===== src/rtl/systolic_result_collector_pkg.sv =====
// Shared types and constants for the systolic result collector and its row buffer.
package systolic_result_collector_pkg;

    typedef enum logic [1:0] {
        ST_IDLE    = 2'd0,
        ST_CAPTURE = 2'd1,
        ST_DRAIN   = 2'd2,
        ST_DONE    = 2'd3
    } state_t;

    // Element width shared with the upstream systolic array.
    localparam int SRC_DATA_WIDTH = 32;

    // Lane k of a packed row occupies [lane_lsb(k,w) +: w].
    function automatic int lane_lsb(input int lane, input int width);
        return lane * width;
    endfunction

endpackage


===== src/rtl/result_row_buffer.sv =====
// M-row register file: one full-row write port, one element read port (row, col).
module result_row_buffer
    import systolic_result_collector_pkg::*;
#(
    parameter int M          = 5,
    parameter int K          = 4,
    parameter int DATA_WIDTH = SRC_DATA_WIDTH,
    parameter int ROW_W      = (M > 1) ? $clog2(M) : 1,
    parameter int COL_W      = (K > 1) ? $clog2(K) : 1
)(
    input  logic                    clk,
    input  logic                    i_wr_en,
    input  logic [ROW_W-1:0]        i_wr_row,
    input  logic [DATA_WIDTH*K-1:0] i_wr_data,
    input  logic [ROW_W-1:0]        i_rd_row,
    input  logic [COL_W-1:0]        i_rd_col,
    output logic [DATA_WIDTH-1:0]   o_rd_data
);

    logic [DATA_WIDTH*K-1:0] r_mem [M];
    logic [DATA_WIDTH*K-1:0] w_row;

    always_ff @(posedge clk) begin
        if (i_wr_en) begin
            r_mem[i_wr_row] <= i_wr_data;
        end
    end

    assign w_row     = r_mem[i_rd_row];
    assign o_rd_data = w_row[lane_lsb(int'(i_rd_col), DATA_WIDTH) +: DATA_WIDTH];

endmodule


===== src/rtl/systolic_result_collector.sv =====
// Captures de-skewed systolic array rows (optional ReLU) and drains them row-major
// as a registered valid/ready element stream with linear addresses.
module systolic_result_collector
    import systolic_result_collector_pkg::*;
#(
    parameter int M          = 5,
    parameter int K          = 4,
    parameter int DATA_WIDTH = SRC_DATA_WIDTH,
    parameter bit RELU_EN    = 1'b0,
    parameter int ADDR_WIDTH = $clog2(M*K) + 1
)(
    input  logic                    clk,
    input  logic                    rst,
    input  logic                    start,
    input  logic [DATA_WIDTH*K-1:0] y_in,
    input  logic                    y_valid,
    input  logic                    y_done,
    output logic [DATA_WIDTH-1:0]   out_data,
    output logic [ADDR_WIDTH-1:0]   out_addr,
    output logic                    out_valid,
    input  logic                    out_ready,
    output logic                    busy,
    output logic                    done,
    output logic                    short_err
);

    localparam int ROW_W = (M > 1) ? $clog2(M) : 1;
    localparam int CNT_W = $clog2(M + 1);
    localparam int COL_W = (K > 1) ? $clog2(K) : 1;
    localparam logic [CNT_W-1:0] ROW_MAX = CNT_W'(M - 1);
    localparam logic [COL_W-1:0] COL_MAX = COL_W'(K - 1);

    state_t                  r_state, w_next;
    logic [CNT_W-1:0]        r_row, r_limit;
    logic [COL_W-1:0]        r_col;
    logic                    r_out_valid, r_busy, r_done, r_short_err;
    logic [DATA_WIDTH-1:0]   r_out_data;
    logic [ADDR_WIDTH-1:0]   r_out_addr;

    logic                    w_xfer, w_last_elem, w_cap_last, w_short, w_load, w_wr_en;
    logic [CNT_W-1:0]        w_rd_row;
    logic [COL_W-1:0]        w_rd_col;
    logic [DATA_WIDTH*K-1:0] w_relu_row;
    logic [DATA_WIDTH-1:0]   w_rd_data;

    assign w_xfer      = r_out_valid && out_ready;
    assign w_last_elem = (r_row == r_limit - CNT_W'(1)) && (r_col == COL_MAX);
    assign w_cap_last  = y_valid && (r_row == ROW_MAX);
    assign w_short     = !y_valid && y_done;
    assign w_wr_en     = (r_state == ST_CAPTURE) && y_valid;
    // Reload the output register on the first drain cycle and on every non-final transfer.
    assign w_load      = (r_state == ST_DRAIN) && (!r_out_valid || (w_xfer && !w_last_elem));

    always_comb begin
        w_rd_row = r_row;
        w_rd_col = r_col;
        if (w_xfer) begin
            if (r_col == COL_MAX) begin
                w_rd_col = '0;
                w_rd_row = r_row + CNT_W'(1);
            end else begin
                w_rd_col = r_col + COL_W'(1);
            end
        end
    end

    always_comb begin
        w_relu_row = y_in;
        if (RELU_EN) begin
            for (int k = 0; k < K; k++) begin
                if (y_in[lane_lsb(k, DATA_WIDTH) + DATA_WIDTH - 1]) begin
                    w_relu_row[lane_lsb(k, DATA_WIDTH) +: DATA_WIDTH] = '0;
                end
            end
        end
    end

    result_row_buffer #(
        .M          (M),
        .K          (K),
        .DATA_WIDTH (DATA_WIDTH),
        .ROW_W      (ROW_W),
        .COL_W      (COL_W)
    ) u_buf (
        .clk       (clk),
        .i_wr_en   (w_wr_en),
        .i_wr_row  (r_row[ROW_W-1:0]),
        .i_wr_data (w_relu_row),
        .i_rd_row  (w_rd_row[ROW_W-1:0]),
        .i_rd_col  (w_rd_col),
        .o_rd_data (w_rd_data)
    );

    always_ff @(posedge clk or posedge rst) begin
        if (rst) begin
            r_state <= ST_IDLE;
        end else begin
            r_state <= w_next;
        end
    end

    always_comb begin
        w_next = r_state;
        case (r_state)
            ST_IDLE:    if (start) w_next = ST_CAPTURE;
            ST_CAPTURE: begin
                if (w_cap_last) begin
                    w_next = ST_DRAIN;
                end else if (w_short) begin
                    w_next = (r_row == '0) ? ST_DONE : ST_DRAIN;
                end
            end
            ST_DRAIN:   if (w_xfer && w_last_elem) w_next = ST_DONE;
            ST_DONE:    if (start) w_next = ST_CAPTURE;
            default:    w_next = ST_IDLE;
        endcase
    end

    always_ff @(posedge clk or posedge rst) begin
        if (rst) begin
            r_row       <= '0;
            r_col       <= '0;
            r_limit     <= '0;
            r_out_valid <= 1'b0;
            r_out_data  <= '0;
            r_out_addr  <= '0;
            r_busy      <= 1'b0;
            r_done      <= 1'b0;
            r_short_err <= 1'b0;
        end else begin
            r_busy <= (w_next == ST_CAPTURE) || (w_next == ST_DRAIN);
            r_done <= (w_next == ST_DONE);
            case (r_state)
                ST_IDLE, ST_DONE: begin
                    if (start) begin
                        r_row       <= '0;
                        r_col       <= '0;
                        r_short_err <= 1'b0;
                    end
                end
                ST_CAPTURE: begin
                    r_col <= '0;
                    if (y_valid) begin
                        if (w_cap_last) begin
                            r_row   <= '0;
                            r_limit <= CNT_W'(M);
                        end else begin
                            r_row <= r_row + CNT_W'(1);
                        end
                    end else if (y_done) begin
                        r_short_err <= 1'b1;
                        r_limit     <= r_row;
                        r_row       <= '0;
                    end
                end
                ST_DRAIN: begin
                    if (w_load) begin
                        r_out_valid <= 1'b1;
                        r_out_data  <= w_rd_data;
                        r_out_addr  <= ADDR_WIDTH'(int'(w_rd_row) * K + int'(w_rd_col));
                        r_row       <= w_rd_row;
                        r_col       <= w_rd_col;
                    end else if (w_xfer) begin
                        r_out_valid <= 1'b0;
                    end
                end
                default: ;
            endcase
        end
    end

    assign out_valid = r_out_valid;
    assign out_data  = r_out_data;
    assign out_addr  = r_out_addr;
    assign busy      = r_busy;
    assign done      = r_done;
    assign short_err = r_short_err;

endmodule


===== config.mk =====
export PLATFORM = sky130hd
export DESIGN_NAME = systolic_result_collector
export DESIGN_NICKNAME = d
export VERILOG_FILES = /design/src/rtl/systolic_result_collector_pkg.sv /design/src/rtl/result_row_buffer.sv /design/src/rtl/systolic_result_collector.sv
export SDC_FILE = /design/constraint.sdc
export NUM_CORES = 1
export LEC_CHECK = 0
export ABC_CLOCK_PERIOD_IN_PS = 28500
export BUFFER_PORTS_ARGS = -buffer_cell sky130_fd_sc_hd__buf_2
export CAP_MARGIN = 30
export CORE_MARGIN = 2
export CORE_UTILIZATION = 45
export CTS_CLUSTER_SIZE = 8
export DETAILED_ROUTE_END_ITERATION = 8
export SYNTH_ARGS = -nofsm -noshare
export SYNTH_HDL_FRONTEND = slang
export SYNTH_SLANG_ARGS = --single-unit

===== constraint.sdc =====
create_clock -name clk -period 28.5 [get_ports clk]
set_input_delay 5.7 -clock clk [delete_from_list [all_inputs] [get_ports clk]]
set_output_delay 5.7 -clock clk [all_outputs]
set_load 0.03 [all_outputs]

==> results.json <==
{
  "cts.sinks": 691,
  "stdcell_area_um2": 32000,
  "crit_fanout": 38,
  "core_um2": 60200,
  "gp_congestion": 0.821,
  "die-width_um": 251,
  "synthArstFlopShare_pct": 7.38,
  "syn_to_final_growth_pct": 16.6,
  "placed_cell_area_um2": 29200,
  "syn_area_per_cell_um2": 15.5,
  "powerDensity_nw_per_um2": 96.4,
  "clock-skew-final_ns": 0.0338,
  "tritoncts": "done",
  "hp-start": "out_addr[0]",
  "gr-total-overflow": 0,
  "arrival_ns": 8.86,
  "setup_ws_ns": 20.11,
  "track_usage_pct": 24.6,
  "worstHoldPathCells": 2,
  "die_y_um": 251,
  "fp.dieArea_um2": 62900,
  "hold_class": "register to register",
  "drive_gt1_share_pct": 18.4,
  "hold_buffers": 0,
  "synth.ff_latch_count": 691,
  "setup-tns-final_ns": 0,
  "wire_per_inst_um": 27.4,
  "ys_dominant_reg_cell": "edfxtp_1",
  "cts.htree.levels": 3,
  "boundaryPins": 176,
  "syn-cell-area_um2": 27400,
  "synthesis.nets": 1907,
  "grt_pass1_wl_um": 114000,
  "min_to": "out_addr[0]",
  "outcome": "finished, final reports clean",
  "rows": 90,
  "grt_max_degree": 129,
  "drtAntennaViolNets": 0,
  "finalCoreUtilization_pct": 53.1,
  "ys_seq_area_share_pct": 74.8,
  "via_per_inst": 6.04,
  "hold_viol": 0,
  "cts_setup_buffers": 0,
  "cts_max_path_buffers": 3,
  "syn_inst": 1765,
  "p_leak_nw": 10.9,
  "slew_violations": 0,
  "setup_viol_count_final": 0,
  "port_buffers": 174,
  "multiInputGateArea_um2": 6410,
  "nFillCells": 4922,
  "final.min_clock_period_ns": 8.39,
  "final-seq-area_um2": 20500,
  "fin_crit_sh_pct": 29.4,
  "slew_headroom_pct": 32.8,
  "startpoint_type": "input port",
  "clkTransAtPathRegs_ns": 0.05,
  "antenna_found_initial": 19,
  "grt_pass1_vias": 17268,
  "cp.required_ns": 28.98,
  "root_buffer": "clkbuf_16",
  "setup.worst_path.end_class": "register",
  "rr_startpoint": "r_row[0]",
  "hpwl_um": 44600,
  "final_cells": 2820,
  "finalWirelength_um": 77200,
  "rsz0062_at_grt": "false",
  "fmaxAchievable_mhz": 119,
  "vdd_drop_max_mv": 0.0569,
  "ys_warn_count": 0,
  "ys_types": 72,
  "clkLatencyLatePin_ns": 0.65,
  "maxCapViolCount": 0,
  "reg2reg_to": "out_data[25]",
  "path_class": "input port to register",
  "initial_core_util_pct": 45.5,
  "reg2reg_depth": 8,
  "r2r_slack_ns": 23.83,
  "cts_inserted_buffers": 96,
  "placedCellCount": 2644,
  "vias": 17029,
  "fin_nets": 2103,
  "place_ws_ns": 19.48,
  "first_pass_iters": 5,
  "first_iter_violations": 1519,
  "worstMarginPinSlew_ns": 1.01,
  "ctsResizeCount": 0,
  "drc": 0,
  "synth_edf_count": 640
}
## state kept, by name (all words and copies together) (netlist names)
register	flops
u_buf.r_mem	640
out_data	32
out_addr	5
r_limit	3
r_row	3
r_col	2
r_state	2
busy	1
done	1
out_valid	1
short_err	1
## critical path, cell delays in order
cell     delay (ns)
buf_2          0.23
inv_1          0.11
a41oi_2        0.26
o21a_2         0.16
buf_4          0.56
nand2_1        0.62
buf_4          0.42
o32ai_1        0.71
a21oi_1        0.08
## synth_stat cells, types with 5 or more instances
cell type / instances / area share, %
a211oi_1: 17 / 0.47
a21oi_1: 54 / 0.99
a221oi_1: 14 / 0.45
a31oi_1: 19 / 0.43
a32oi_1: 10 / 0.32
buf_1: 8 / 0.11
buf_2: 54 / 0.99
buf_4: 15 / 0.41
clkbuf_1: 41 / 0.56
dfrtp_1: 51 / 4.7
edfxtp_1: 640 / 70
ha_1: 8 / 0.37
inv_1: 15 / 0.21
mux2_2: 10 / 0.41
mux2i_1: 114 / 4.2
mux4_2: 12 / 0.99
nand2_1: 196 / 2.7
nand2b_1: 8 / 0.18
nand3_1: 72 / 1.3
nand4_1: 5 / 0.11
nor2_1: 32 / 0.44
nor3_1: 37 / 0.68
nor4_1: 6 / 0.14
o2111ai_1: 10 / 0.32
o21a_1: 7 / 0.19
o21ai_0: 36 / 0.66
o21ai_1: 7 / 0.13
o221ai_1: 31 / 0.99
o22ai_1: 126 / 2.9
o31ai_1: 7 / 0.19
o32a_1: 5 / 0.18
o32ai_1: 26 / 0.83
or3_1: 11 / 0.25
## cells in the final DEF (no fill, tap or decap), types with 31 or more instances in the layout
cell / count
buf_4: 40
o22ai_1: 126
o221ai_1: 31
a21oi_1: 51
nand2_1: 196
o21ai_0: 36
nand3_1: 72
mux2i_1: 114
nor3_1: 35
edfxtp_1: 640
clkbuf_16: 96
buf_2: 174
clkbuf_1: 62
dfrtp_1: 50
## where the power goes
part           internal [mW]  switching [mW]  leakage (nW)
clock network          0.627           0.420          1.31
logic                  0.234           0.517          3.22
registers               1.22          0.0621          6.40
## cell type report
type	instances	area share, %
clock inverters	8	0.399
well taps	782	3.06
diodes	9	0.0705
clock buffers	158	8.24
repair buffers	217	3.85
multi-input cells	940	20.1
flip-flops and latches	691	64.1
inverters	15	0.176
## metrics by stage
stage | total power [mW] | hold WS (ns)
after floorplan | 1.78 | 0.449
after CTS | 3.10 | 0.494
after global routing | 3.20 | 0.522
after global placement | 2.04 | 0.468
final | 3.08 | 0.486
after detailed placement | 2.05 | 0.483
## worst max-delay path by stage
| stage | startpoint | endpoint | slack [ns] | depth (start not counted) |
|---|---|---|---|---|
| after CTS | out_ready | out_data[25] | 20.14 | 9 |
| after global placement | out_ready | out_data[15] | 19.50 | 9 |
| final | out_ready | out_data[15] | 20.11 | 9 |
| after global routing | out_ready | out_data[25] | 20.05 | 9 |
| after floorplan | y_valid | u_buf.r_mem[4][0] | 12.22 | 3 |
| after detailed placement | out_ready | out_data[25] | 19.48 | 9 |
## routing by layer
| metal | routed length (um) | part of all wire (%) | vias up | GRT usage (%) |
|---|---|---|---|---|
| met5 | 83 | 0.11 | - | 0 |
| met4 | 1700 | 2.2 | 12 | 7.03 |
| met3 | 6070 | 7.9 | 133 | 5.86 |
| met2 | 38100 | 49 | 670 | 40.8 |
| met1 | 31300 | 41 | 8743 | 32.5 |
| li1 | - | - | 7471 | - |
## cell families (layout without fill, tap and decap cells)
logic type,Yosys count,count (layout),share of synthesized area [%]
AOI/OAI and AO/OA,401,401,10.2
xor gates and xnor gates,7,7,0.343
adders and majority gates,8,8,0.365
buffers and inverters,134,398,2.32
DFF,691,691,74.8
muxes,136,136,5.56
other,1,10,0.0137
and+or+nand+nor,387,387,6.43
No activity file was read; power rests on OpenSTA's default activity.
